### src/rtl/pipe_stage_skid.sv
// -----------------------------------------------------------------------------
// pipe_stage_skid
//
// Pipeline stage register with a valid/ready handshake and a two-entry skid
// buffer. A downstream stall back-pressures upstream without dropping or
// duplicating payload. in_ready comes from a flop, so ready paths never chain
// combinationally from one stage to the next. Also provides a synchronous flush
// and a saturating stall counter.
//
// Parameters:
//   DATA_W     payload width in bits
//   CNT_W      stall counter width in bits
//
// Ports:
//   clk        rising-edge clock
//   rst        synchronous active-high reset
//   flush      synchronous kill of all held entries
//   in_valid   upstream payload valid
//   in_ready   stage can accept (registered)
//   in_data    upstream payload
//   out_valid  out_data is valid
//   out_ready  downstream accepts
//   out_data   head payload
//   occupancy  entries held (0, 1 or 2)
//   stall_clr  clears stall_cnt
//   stall_cnt  saturating count of cycles with out_valid & !out_ready
// -----------------------------------------------------------------------------
module pipe_stage_skid #(
  parameter int unsigned DATA_W = 15,
  parameter int unsigned CNT_W  = 16
) (
  input  logic              clk,
  input  logic              rst,
  input  logic              flush,
  input  logic              in_valid,
  output logic              in_ready,
  input  logic [DATA_W-1:0] in_data,
  output logic              out_valid,
  input  logic              out_ready,
  output logic [DATA_W-1:0] out_data,
  output logic [1:0]        occupancy,
  input  logic              stall_clr,
  output logic [CNT_W-1:0]  stall_cnt
);

  // The state encoding equals the number of held entries.
  typedef enum logic [1:0] {
    StEmpty = 2'd0,
    StOne   = 2'd1,
    StFull  = 2'd2
  } state_e;

  state_e             r_state;
  state_e             w_state_d;
  logic [DATA_W-1:0]  r_main;
  logic [DATA_W-1:0]  w_main_d;
  logic [DATA_W-1:0]  r_skid;
  logic [DATA_W-1:0]  w_skid_d;
  logic               r_in_ready;
  logic               w_in_ready_d;
  logic [CNT_W-1:0]   r_stall_cnt;
  logic               w_out_valid;
  logic               w_in_acc;
  logic               w_out_acc;
  logic               w_stalled;
  logic               w_cnt_sat;

  // Handshake strobes. Both come only from flops and from the partner's strobe,
  // so no output depends combinationally on an input.
  assign w_out_valid = (r_state != StEmpty);
  assign w_in_acc    = in_valid & r_in_ready;
  assign w_out_acc   = w_out_valid & out_ready;
  assign w_stalled   = w_out_valid & ~out_ready;
  assign w_cnt_sat   = (r_stall_cnt == {CNT_W{1'b1}});

  // ---------------------------------------------------------------------------
  // State register
  // ---------------------------------------------------------------------------
  always_ff @(posedge clk) begin
    if (rst) begin
      r_state    <= StEmpty;
      r_in_ready <= 1'b1;
    end else begin
      r_state    <= w_state_d;
      r_in_ready <= w_in_ready_d;
    end
  end

  // ---------------------------------------------------------------------------
  // Next-state logic
  // ---------------------------------------------------------------------------
  always_comb begin
    w_state_d = r_state;
    if (flush) begin
      // Anything handshaken this cycle is dropped. A head consumed by the
      // downstream in the same cycle has already left.
      w_state_d = StEmpty;
    end else begin
      unique case (r_state)
        StEmpty: begin
          if (w_in_acc) w_state_d = StOne;
        end
        StOne: begin
          if (w_in_acc && !w_out_acc)      w_state_d = StFull;
          else if (!w_in_acc && w_out_acc) w_state_d = StEmpty;
          else                             w_state_d = StOne;
        end
        StFull: begin
          // in_ready is low in FULL, so only a dequeue can happen here.
          if (w_out_acc) w_state_d = StOne;
        end
        default: w_state_d = StEmpty;
      endcase
    end
  end

  // Registered ready: high whenever the stage will have a free slot next cycle.
  assign w_in_ready_d = (w_state_d != StFull);

  // ---------------------------------------------------------------------------
  // Payload next-value logic
  // ---------------------------------------------------------------------------
  always_comb begin
    w_main_d = r_main;
    w_skid_d = r_skid;
    if (flush) begin
      w_main_d = '0;
      w_skid_d = '0;
    end else begin
      unique case (r_state)
        StEmpty: begin
          if (w_in_acc) w_main_d = in_data;
        end
        StOne: begin
          // With a simultaneous dequeue the new word becomes the head.
          // Otherwise it parks in the skid behind the current head.
          if (w_in_acc && w_out_acc) w_main_d = in_data;
          else if (w_in_acc)         w_skid_d = in_data;
        end
        StFull: begin
          if (w_out_acc) w_main_d = r_skid;
        end
        default: begin
          w_main_d = r_main;
          w_skid_d = r_skid;
        end
      endcase
    end
  end

  always_ff @(posedge clk) begin
    if (rst) begin
      r_main <= '0;
      r_skid <= '0;
    end else begin
      r_main <= w_main_d;
      r_skid <= w_skid_d;
    end
  end

  // ---------------------------------------------------------------------------
  // Stall counter: saturates, clear beats increment, flush does not touch it
  // ---------------------------------------------------------------------------
  always_ff @(posedge clk) begin
    if (rst) begin
      r_stall_cnt <= '0;
    end else if (stall_clr) begin
      r_stall_cnt <= '0;
    end else if (w_stalled && !w_cnt_sat) begin
      r_stall_cnt <= r_stall_cnt + 1'b1;
    end
  end

  // ---------------------------------------------------------------------------
  // Outputs
  // ---------------------------------------------------------------------------
  always_comb begin
    out_valid = w_out_valid;
    out_data  = r_main;
    occupancy = r_state;
    in_ready  = r_in_ready;
    stall_cnt = r_stall_cnt;
  end

`ifndef SYNTHESIS
  // The registered ready must always track the current fill level.
  a_ready_tracks_state : assert property (@(posedge clk) disable iff (rst)
    r_in_ready == (r_state != StFull));

  // The unused encoding must never be reached.
  a_state_legal : assert property (@(posedge clk) disable iff (rst)
    r_state != 2'd3);

  // The guard on in_ready means FULL can never take an input.
  a_no_accept_full : assert property (@(posedge clk) disable iff (rst)
    !(r_state == StFull && w_in_acc));
`endif

endmodule

### config.mk
export PLATFORM = sky130hd
export DESIGN_NAME = pipe_stage_skid
export DESIGN_NICKNAME = d
export VERILOG_FILES = /design/src/rtl/pipe_stage_skid.sv
export SDC_FILE = /design/constraint.sdc
export NUM_CORES = 1
export LEC_CHECK = 0
export CAP_MARGIN = 0
export CORE_MARGIN = 4
export CORE_UTILIZATION = 45
export CTS_CLUSTER_SIZE = 40
export DETAILED_ROUTE_END_ITERATION = 8
export PLACE_DENSITY = 0.74
export SLEW_MARGIN = 25
export SYNTH_ARGS = -nofsm -noshare
export SYNTH_HDL_FRONTEND = slang
export SYNTH_SLANG_ARGS = --single-unit
### constraint.sdc
create_clock -name clk -period 2.1 [get_ports clk]
set_input_delay 0.315 -clock clk [delete_from_list [all_inputs] [get_ports clk]]
set_output_delay 0.315 -clock clk [all_outputs]
set_load 0.01 [all_outputs]
# Word level (Yosys, flattened, before mapping)
# Cells that the tools add are included.
# word_totals
output_inout_bits	35
memories	0
latchBits	0
ff_bits	49
wordCells	42
mem_bits_ro	0
input_bits	21
ramBits	0
# classes
n_reduce_logical	14
add_sub_neg	1
n_mul	0
bitwise	5
n_eq_ne	7
shifts	0
div	0
mux	10
n_lt_le_gt_ge	0
# ops
operator	count
15-bit two-way mux	3
15-bit one-hot mux with 3 select lines	1
16-bit by 1-bit adder with 16-bit output (second input constant)	1
16-bit equality test (second input constant)	1
2-bit two-way mux	4
2-bit != test (second input constant)	4
2-bit one-hot mux with 3 select lines	1
1-bit logical AND	4
4-bit AND reduction	1
2-bit OR reduction	2
1-bit AND	3
1-bit logical NOT	3
3-bit AND reduction	1
3-bit nonzero test	1
2-bit by 1-bit equality test with 1-bit output (second input constant)	1
2-bit equality test (second input constant)	1
2-bit logical NOT	1
1-bit inverter	2
2-bit nonzero test	1
1-bit two-way mux	1

# Depth between registers and ports, before layout
# Gate-level depths: netlist of the first run.
# depth
word_depth	8
depth_mapped	7
mapped_depth_nobuf	5

# Least setup slack after synthesis of the first run
# No wires, ideal clock.
# synth_path
path_kind	register to register
from	register r_stall_cnt[0], in the netlist stall_cnt[0]
to	register r_stall_cnt[9], in the netlist stall_cnt[9]
path_buffers	0
required_ns	1.967
t_arrival_ns	1.670
setup_time_ns	0.133
stages_incl_launch_ff	6
synth_period_minus_slack_ns	1.802
path_slack_ns	0.298
cell_sequence	dfxtp_1 ha_1 nand4_1 nor4_2 or4_1 a21oi_1
# synth_via
elab_chain_cells	3
elab_cells_between_ends	4
cone_classes	add/sub: 1; eq/ne: 1; reduce/logical: 2
# synth_lines
element	line	rtl
start: declaration	61	logic [CNT_W-1:0] r_stall_cnt;
start signal: assignment	170	r_stall_cnt <= r_stall_cnt + 1'b1;
parallel branches: the longest is 3 deep, another holds 16-bit by 1-bit adder with 16-bit output	n/a	
# Several ways; the timed one is not identified.
# A chain may end at the register's enable or synchronous reset.

# Worst setup path in the final report of the first run
# layout_path
from	register r_stall_cnt[1], in the netlist stall_cnt[1]
to	register r_stall_cnt[12], in the netlist stall_cnt[12]
# Same word-level chain as after synthesis.

==> results of run 1 <==
==> power groups by stage <==
| stage | sequential (mW) | combinational [mW] | clock, mW |
|---|---|---|---|
| 2_1_floorplan | 0.988 | 0.112 | 0 |
| 5_1_grt | 0.963 | 0.243 | 0.746 |
| 3_5_place_dp | 0.982 | 0.226 | 0 |
| 3_3_place_gp | 0.982 | 0.223 | 0 |
| 4_1_cts | 0.960 | 0.227 | 0.710 |
| 6_report | 0.960 | 0.224 | 0.681 |
==> synth_stat cells, types with 2 or more instances <==
| library cell | count | area, um2 |
|---|---|---|
| o21ai_0 | 5 | 25.0 |
| nor2_1 | 22 | 82.6 |
| inv_1 | 3 | 11.3 |
| nor4_2 | 3 | 37.5 |
| buf_2 | 7 | 35.0 |
| nor3_1 | 18 | 90.1 |
| a211oi_1 | 9 | 67.6 |
| and3b_1 | 2 | 17.5 |
| a31o_1 | 3 | 26.3 |
| dfxtp_1 | 49 | 981 |
| a211oi_2 | 10 | 125 |
| clkbuf_1 | 6 | 22.5 |
| a31oi_1 | 3 | 18.8 |
| or2_2 | 3 | 18.8 |
| a21oi_1 | 11 | 55.1 |
| nand4_1 | 6 | 37.5 |
| o21ba_2 | 2 | 20.0 |
| mux2i_1 | 31 | 310 |
| or3_1 | 6 | 37.5 |
| nand3_1 | 6 | 30.0 |
| nand2_1 | 13 | 48.8 |
| buf_6 | 2 | 22.5 |
| or4_1 | 2 | 15.0 |
| o31ai_1 | 3 | 22.5 |
| nand3b_1 | 2 | 15.0 |
==> layout make-up <==
type | instances | area (um2)
repair buffers | 71 | 683
flip-flops and latches | 49 | 981
inverters | 3 | 11.3
multi-input cells | 174 | 1220
fillers | 432 | 1720
clock inverters | 1 | 30.0
well taps | 67 | 83.8
clock buffers | 7 | 86.3
==> registers in the layout, summed over array words and instances (netlist names) <==
| name | count |
|---|---|
| stall_cnt | 16 |
| out_data | 15 |
| r_skid | 15 |
| occupancy | 2 |
| in_ready | 1 |
==> cell usage in the layout, fill, tap and decap left out, drive strengths merged, types with 2 or more instances in the layout <==
| cell type | n |
|---|---|
| a211oi | 19 |
| a21oi | 11 |
| a31o | 3 |
| a31oi | 3 |
| and3b | 2 |
| buf | 16 |
| clkbuf | 7 |
| clkdlybuf4s50 | 55 |
| dfxtp | 49 |
| inv | 3 |
| mux2i | 31 |
| nand2 | 13 |
| nand3 | 7 |
| nand3b | 2 |
| nand4 | 6 |
| nor2 | 22 |
| nor3 | 18 |
| nor4 | 3 |
| o21ai | 5 |
| o21ba | 2 |
| o31ai | 3 |
| or2 | 4 |
| or3 | 7 |
| or4 | 2 |
==> cell families (layout without fill, tap and decap cells) <==
kind of cell | count (synthesis) | in the layout | share of synthesized area (%)
AOI/OAI and AO/OA | 51 | 51 | 17.5
muxes | 31 | 31 | 13.5
buffers and inverters | 19 | 82 | 4.14
adders and majority gates | 1 | 1 | 0.545
and+or+nand+nor | 91 | 91 | 21.6
DFF | 49 | 49 | 42.7
==> critical path: stages, from the launching register on <==
cell and delay, ns:
dfxtp_1 0.44, ha_1 0.21, nand4_1 0.24, a211oi_1 0.48, nand3_1 0.18, mux2i_1 0.14
==> metal layers <==
metal	global-route usage (%)	vias up
li1	-	1018
met1	23.4	961
met2	27.7	40
met3	4.29	4
met4	5.33	0
met5	0	-
==> stage by stage <==
step / utilization [%] / hold slack, ns / setup WS, ns
floorplan: - / 0.433 / 0.298
detailed placement: 61.9 / 0.483 / 0.0653
global placement: 61.9 / 0.471 / 0.0811
global route: 64.4 / 0.519 / 0.112
finish: 64.4 / 0.498 / 0.301
CTS: 64.4 / 0.504 / 0.292
==> worst max-delay path by stage <==
stage,start,endpoint,slack (ns)
finish,stall_cnt[1],stall_cnt[12],0.30
global route,stall_cnt[1],stall_cnt[12],0.11
CTS,occupancy[0],out_valid,0.29
detailed placement,out_ready,stall_cnt[9],0.07
global placement,out_ready,stall_cnt[9],0.08
floorplan,stall_cnt[0],stall_cnt[9],0.30
==> results.sh, run 1 <==
export IMPL_num_antenna_cells=0
export IMPL_wl_met1_mm=2.36
export IMPL_pwr_share_comb_pct=12.0
export IMPL_dieWidth_um=79.4
export IMPL_syn_to_final_growth_pct=35.0
export IMPL_num_rows=25
export IMPL_die_area_mm2=0.00631
export IMPL_clockBufferDepth=2
export IMPL_p_sw_mw=0.410
export IMPL_synth_seq_cells=49
export IMPL_cp_data_arrival_time_ns=1.98
export IMPL_final_nets=326
export IMPL_path_class="reg2reg"
export IMPL_total_power_mw=1.86
export IMPL_cp_end_kind="flop"
export IMPL_start_util_pct=47.7
export IMPL_cts_resized=0
export IMPL_reg2reg_slack_ns=0.30
export IMPL_cts_tree="built"
export IMPL_power_leakage_nw=1.12
export IMPL_r2r_cells=5
export IMPL_grt_first_pass_wirelength_mm=8.83
export IMPL_post_cts_buffers=0
export IMPL_drc_errors=0
export IMPL_clkPwrFrac_pct=36.5
export IMPL_worstReg2RegStart="stall_cnt[1]"
export IMPL_required_ns=2.29
export IMPL_clk_latency_ns=0.29
export IMPL_hpwl_mm=3.75
export IMPL_setup_violations=0
export IMPL_finalNonFillerCells=372
export IMPL_whs_endpoint="r_skid[14]"
export IMPL_drt_pass1_iterations=4
export IMPL_htree_levels=2
export IMPL_postCtsHoldBufs=0
export IMPL_dr_total_vias=2023
export IMPL_clock_sinks=49
export IMPL_numPortBuffers=55
export IMPL_drive_gt1_share_pct=14.4
export IMPL_wirelength_mm=5.18
export IMPL_hold_viol_final=0
export IMPL_cp_max_fo=6
export IMPL_drv_slew=0
export IMPL_ir_drop_mv=0.381
export IMPL_p_per_area_mw_per_mm2=601
export IMPL_cts_clk_slew_worst_paths_ns=0.08
export IMPL_synth_distinct_cells=40
export IMPL_rr_endpoint="stall_cnt[12]"
export IMPL_status="complete, no violations"
export IMPL_die_y_um=79.4
export IMPL_synth_avg_cell_area_um2=9.49
export IMPL_wl_met2_mm=2.49
export IMPL_maxSlewHeadroom_pct=55.4
export IMPL_grt_pass1_vias=1870
export IMPL_ios=56
export IMPL_cts_root_buf="clkbuf_8"
export IMPL_drt_iter0_markers=96
export IMPL_cts_buffers=5
export IMPL_wl_per_cell_um=13.9
export IMPL_antenna_found_initial=0
export IMPL_netlist_instances=242
export IMPL_worstHoldStart="r_skid[14]"
export IMPL_top_layer_used="met4"
export IMPL_tns_ns=0
export IMPL_power_frac_seq_pct=51.5
export IMPL_wl_met3_um=293
export IMPL_routabilityCongestion=0.875
export IMPL_dpl_cell_area_mm2=0.00298
export IMPL_fin_crit_ns=1.80
export IMPL_grt_overflow_total=0
export IMPL_antenna_left=0
export IMPL_async_reset_ff_share_pct=0
export IMPL_grt_max_degree=33
export IMPL_yosysSeqAreaShare_pct=42.7
export IMPL_max_cap_violations=0
export IMPL_worst_pin_slew_ns=0.669
export IMPL_synth_warnings=0
export IMPL_rsz0062_at_grt="no"
export IMPL_syn_area_mm2=0.00230
export IMPL_synth_edff_count=0
export IMPL_synth_nets=264
export IMPL_post_place_cells=364
export IMPL_timing_fmax_mhz=556
export IMPL_fin_skew_ns=0.00692
export IMPL_synthFlopType="dfxtp_1"
export IMPL_p_int_mw=1.45
export IMPL_avgViaCountPerCell=5.44
export IMPL_hold_depth=2
export IMPL_grt_use_total_pct=17.5
export IMPL_core_area_mm2=0.00482
export IMPL_worst_hold_path_type="reg2reg"
export IMPL_timing_final_crit_share_pct=85.7
export IMPL_switching_share_pct=22.0
export IMPL_fin_area_mm2=0.00310
export IMPL_start_kind="flop"
Power figures use the tool's default switching activity.
==> inputs of run 2 (changes only) <==
CORE_MARGIN = 2   (was 4)
==> run 2 against run 1 <==
Effect of this change: global-route usage rose by 2.1 points; via count increased by 1.1%; cell count fell by 0.27%; combinational power increased by 2%; wire length rose by 0.31%; setup slack got worse by 0.0029 ns; worst hold slack improved by 0.0017 ns; critical path depth is 3 lower; critical endpoint is now out_valid; highest routed layer unchanged.
==> results.sh, run 2 (synthesized netlist as in run 1, its figures left out) <==
export IMPL_status="complete, no violations"
export IMPL_grt_overflow_total=0
export IMPL_core_area_mm2=0.00482
export IMPL_cts_resized=0
export IMPL_routabilityCongestion=0.870
export IMPL_largest_reg_flops=16
export IMPL_fillers=451
export IMPL_crit_family="buffers and inverters"
export IMPL_antenna_found_initial=0
export IMPL_pwr_share_comb_pct=13.3
export IMPL_fin_skew_ns=0.00530
export IMPL_post_route_util_pct=63.9
export IMPL_dr_total_vias=2046
export IMPL_ios=56
export IMPL_critical_path_max_stage_delay_ns=0.48
export IMPL_worst_pin_slew_ns=0.506
export IMPL_most_common_layout_cells="clkdlybuf4s50_1, dfxtp_1, mux2i_1, nor2_1, nor3_1"
export IMPL_hold_viol_final=0
export IMPL_cts_buffers=5
export IMPL_p_sw_mw=0.417
export IMPL_die_area_mm2=0.00569
export IMPL_mostFrequentLayoutCell="clkdlybuf4s50_1"
export IMPL_grt_pass1_vias=1832
export IMPL_power_frac_seq_pct=56.3
export IMPL_die_y_um=75.4
export IMPL_postCtsHoldBufs=0
export IMPL_hold_ws_ns=0.500
export IMPL_drc_errors=0
export IMPL_rsz0062_at_grt="no"
export IMPL_start_util_pct=47.7
export IMPL_clkPwrFrac_pct=30.4
export IMPL_worstReg2RegStart="occupancy[0]"
export IMPL_num_rows=25
export IMPL_max_cap_violations=0
export IMPL_cp_slowest_cell="clkdlybuf4s50_1"
export IMPL_multiInputGateArea_mm2=0.00122
export IMPL_whs_endpoint="r_skid[5]"
export IMPL_cp_max_fo=9
export IMPL_num_antenna_cells=0
export IMPL_p_int_mw=1.29
export IMPL_cp_end_kind="output port"
export IMPL_syn_to_final_growth_pct=34.1
export IMPL_hpwl_mm=3.74
export IMPL_drt_iter0_markers=84
export IMPL_switching_share_pct=24.5
export IMPL_clockBufferDepth=2
export IMPL_tns_ns=0
export IMPL_critPathBufInv=1
export IMPL_worstHoldStart="r_skid[5]"
export IMPL_cts_tree="built"
export IMPL_p_per_area_mw_per_mm2=554
export IMPL_fin_crit_ns=1.80
export IMPL_required_ns=1.78
export IMPL_place_ws_ns=0.0950
export IMPL_r2r_cells=4
export IMPL_power_leakage_nw=1.12
export IMPL_drt_pass1_iterations=4
export IMPL_setup_violations=0
export IMPL_grt_use_total_pct=19.6
export IMPL_ir_drop_mv=0.404
export IMPL_timing_fmax_mhz=555
export IMPL_numPortBuffers=55
export IMPL_start_kind="flop"
export IMPL_clk_latency_ns=0.30
export IMPL_antenna_left=0
export IMPL_reg2reg_slack_ns=0.37
export IMPL_cts_root_buf="clkbuf_8"
export IMPL_rr_endpoint="stall_cnt[9]"
export IMPL_hold_depth=2
export IMPL_clock_sinks=49
export IMPL_avgViaCountPerCell=5.51
export IMPL_grt_max_degree=18
export IMPL_wl_per_cell_um=14.0
export IMPL_grt_first_pass_wirelength_mm=8.57
export IMPL_cts_clk_slew_worst_paths_ns=0.08
export IMPL_dieWidth_um=75.4
export IMPL_post_cts_buffers=0
export IMPL_cp_data_arrival_time_ns=1.49
export IMPL_path_class="reg2out"
export IMPL_timing_final_crit_share_pct=85.8
export IMPL_crit_chain="or2_2 > clkdlybuf4s50_1"
export IMPL_register_area_um2=981
export IMPL_worst_slack_ns=0.298
export IMPL_drive_gt1_share_pct=14.5
export IMPL_maxSlewHeadroom_pct=66.1
export IMPL_htree_levels=2
export IMPL_total_power_mw=1.71
export IMPL_wirelength_mm=5.20
export IMPL_drv_slew=0
export IMPL_worst_hold_path_type="reg2reg"
export IMPL_final_nets=327
run 2: cell count changes in the layout (fill, tap and decap cells not counted), sizes merged:
cell	previous run	this run
bufinv	1	0
clkinv	0	1
clkbuf	7	5
buf	16	17
run 2: metrics by stage:
stage	instance area [um2]	cells
floorplan	2300	242
global placement	3000	365
detailed placement	3000	365
CTS	3080	371
global route	3080	371
finish	3080	371
run 2: worst register-to-register path: cells and delay by family (launching register included):
| kind | cells | cell delay, ns |
|---|---|---|
| flops | 1 | 0.49 |
| simple gates | 2 | 0.89 |
| compound gates | 2 | 0.28 |
run 2: power groups by stage:
stage / Sequential [mW] / Clock, mW / Combinational, mW
2_1_floorplan: 0.988 / 0 / 0.112
3_3_place_gp: 0.982 / 0 / 0.225
3_5_place_dp: 0.982 / 0 / 0.230
4_1_cts: 0.961 / 0.530 / 0.231
5_1_grt: 0.963 / 0.564 / 0.248
6_report: 0.960 / 0.518 / 0.228
run 2: how the worst max path moves through the flow:
stage                   end  cells past startpoint          from  slack, ns
2_1_floorplan  stall_cnt[9]                      5  stall_cnt[0]       0.30
3_3_place_gp   stall_cnt[9]                      5     out_ready       0.08
3_5_place_dp   stall_cnt[9]                      5     out_ready       0.09
4_1_cts           out_valid                      2  occupancy[0]       0.30
5_1_grt        stall_cnt[5]                      6  stall_cnt[0]       0.20
6_report          out_valid                      2  occupancy[0]       0.30
run 2: area by class of cell:
cell class	instances	area share, %
multi-input combinational	174	39.8
sequential	49	31.9
timing repair buffer	72	22.8
tap	67	2.72
clock buffer	5	2.24
inverter	3	0.366
clock inverter	1	0.163
run 2: routing by layer:
metal  routed length (um)  track usage, %  share of wire, %
met5                    0               0                 0
met4                   75            7.60               1.4
met1                 2470            27.4                48
met2                 2460            29.7                47
met3                  193            4.37               3.7
==> inputs of run 3 (changes only) <==
GPL_ROUTABILITY_DRIVEN = 0   (was not set)
MAX_ROUTING_LAYER = met4   (was not set)
==> run 3 against run 2 <==
Effect of this change: power is essentially flat; sequential power is essentially flat; non-clock buffer count is the same; sequential cell count is the same; sequential share of layout area is the same; utilization is the same; clock skew grew 0.0029 ns; critical path depth is the same; clock power is essentially flat; largest cell class unchanged.
==> results.sh, run 3 (synthesized netlist as in run 1, its figures left out) <==
export IMPL_avgViaCountPerCell=5.51
export IMPL_grt_max_degree=18
export IMPL_num_rows=25
export IMPL_fin_skew_ns=0.00822
export IMPL_final_nets=327
export IMPL_path_class="reg2out"
export IMPL_required_ns=1.78
export IMPL_power_frac_seq_pct=56.3
export IMPL_hpwl_mm=3.74
export IMPL_syn_to_final_growth_pct=34.1
export IMPL_fin_crit_ns=1.80
export IMPL_rsz0062_at_grt="no"
export IMPL_power_leakage_nw=1.12
export IMPL_post_place_cells=365
export IMPL_num_antenna_cells=0
export IMPL_maxSlewHeadroom_pct=65.6
export IMPL_hold_depth=2
export IMPL_ir_drop_mv=0.407
export IMPL_clock_sinks=49
export IMPL_clk_latency_ns=0.30
export IMPL_worst_pin_slew_ns=0.513
export IMPL_most_common_layout_cells="clkdlybuf4s50_1, dfxtp_1, mux2i_1, nor2_1, nor3_1"
export IMPL_post_cts_buffers=0
export IMPL_antenna_left=0
export IMPL_wl_per_cell_um=14.1
export IMPL_cp_max_fo=9
export IMPL_finalNonFillerCells=371
export IMPL_worst_hold_path_type="reg2reg"
export IMPL_postCtsHoldBufs=0
export IMPL_die_area_mm2=0.00569
export IMPL_status="complete, no violations"
export IMPL_cp_end_kind="output port"
export IMPL_cp_data_arrival_time_ns=1.48
export IMPL_die_y_um=75.4
export IMPL_largest_reg_flops=16
export IMPL_tns_ns=0
export IMPL_timing_final_crit_share_pct=85.5
export IMPL_htree_levels=2
export IMPL_max_cap_violations=0
export IMPL_p_per_area_mw_per_mm2=554
export IMPL_timing_fmax_mhz=557
export IMPL_cts_resized=0
export IMPL_drt_iter0_markers=112
export IMPL_grt_pass1_vias=1834
export IMPL_cts_buffers=5
export IMPL_cts_clk_slew_worst_paths_ns=0.08
export IMPL_cts_root_buf="clkbuf_8"
export IMPL_grt_first_pass_wirelength_mm=8.58
export IMPL_grt_use_total_pct=20.2
export IMPL_drive_gt1_share_pct=14.5
export IMPL_r2r_cells=4
export IMPL_p_int_mw=1.29
export IMPL_mostFrequentLayoutCell="clkdlybuf4s50_1"
export IMPL_antenna_found_initial=0
export IMPL_core_area_mm2=0.00482
export IMPL_hold_ws_ns=0.497
export IMPL_numPortBuffers=55
export IMPL_wirelength_mm=5.23
export IMPL_clockBufferDepth=2
export IMPL_grt_overflow_total=0
export IMPL_p_sw_mw=0.417
export IMPL_pwr_share_comb_pct=13.4
export IMPL_cts_tree="built"
export IMPL_clkPwrFrac_pct=30.3
export IMPL_drc_errors=0
export IMPL_hold_viol_final=0
export IMPL_dieWidth_um=75.4
export IMPL_drv_slew=0
export IMPL_start_kind="flop"
export IMPL_switching_share_pct=24.4
export IMPL_setup_violations=0
export IMPL_start_util_pct=47.7
export IMPL_drt_pass1_iterations=4
export IMPL_ios=56
export IMPL_dr_total_vias=2044
-- run 3: cell counts in the layout (fill, tap and decap cells not counted) --
No cell type changed its count.
-- run 3: worst paths after layout --
| path | start | to | slack [ns] |
|---|---|---|---|
| min | r_skid[11] | r_skid[11] | 0.50 |
| min reg2reg | r_skid[11] | r_skid[11] | 0.50 |
| max | occupancy[0] | out_valid | 0.30 |
| max reg2reg | occupancy[0] | stall_cnt[9] | 0.39 |
-- run 3: power by group through the flow --
| stage | Combinational, mW | Clock (mW) | Sequential [mW] |
|---|---|---|---|
| CTS | 0.231 | 0.530 | 0.961 |
| global placement | 0.225 | 0 | 0.982 |
| finish | 0.228 | 0.518 | 0.960 |
| global route | 0.248 | 0.564 | 0.963 |
| detailed placement | 0.230 | 0 | 0.982 |
| floorplan | 0.112 | 0 | 0.988 |
-- run 3: per-stage QoR --
| stage | setup slack (ns) | total power [mW] | cell area, um2 | utilization [%] |
|---|---|---|---|---|
| 2_1_floorplan | 0.298 | 1.10 | 2300 | - |
| 3_3_place_gp | 0.0843 | 1.21 | 3000 | 62.4 |
| 3_5_place_dp | 0.0950 | 1.21 | 3000 | 62.4 |
| 4_1_cts | 0.296 | 1.72 | 3080 | 63.9 |
| 5_1_grt | 0.195 | 1.77 | 3080 | 63.9 |
| 6_report | 0.304 | 1.71 | 3080 | 63.9 |
-- run 3: worst max-delay path: stages, from the launching register on --
cell and delay [ns]:
dfxtp_1 0.39, or2_2 0.31, clkdlybuf4s50_1 0.48
-- run 3: layer usage --
layer / vias to the layer above / GRT usage [%] / wire (um) / part of all wire (%)
met4: 0 / 7.60 / 73 / 1.4
li1: 1023 / - / - / -
met1: 974 / 27.4 / 2480 / 47
met3: 8 / 4.37 / 213 / 4.1
met2: 39 / 29.7 / 2460 / 47
met5: - / - / 0 / 0
-- run 3: cell type report --
type | count | area (um2)
clock inverters | 1 | 5.00
multi-input cells | 174 | 1220
fillers | 451 | 1740
inverters | 3 | 11.3
flip-flops and latches | 49 | 981
repair buffers | 72 | 703
clock buffers | 5 | 68.8
well taps | 67 | 83.8
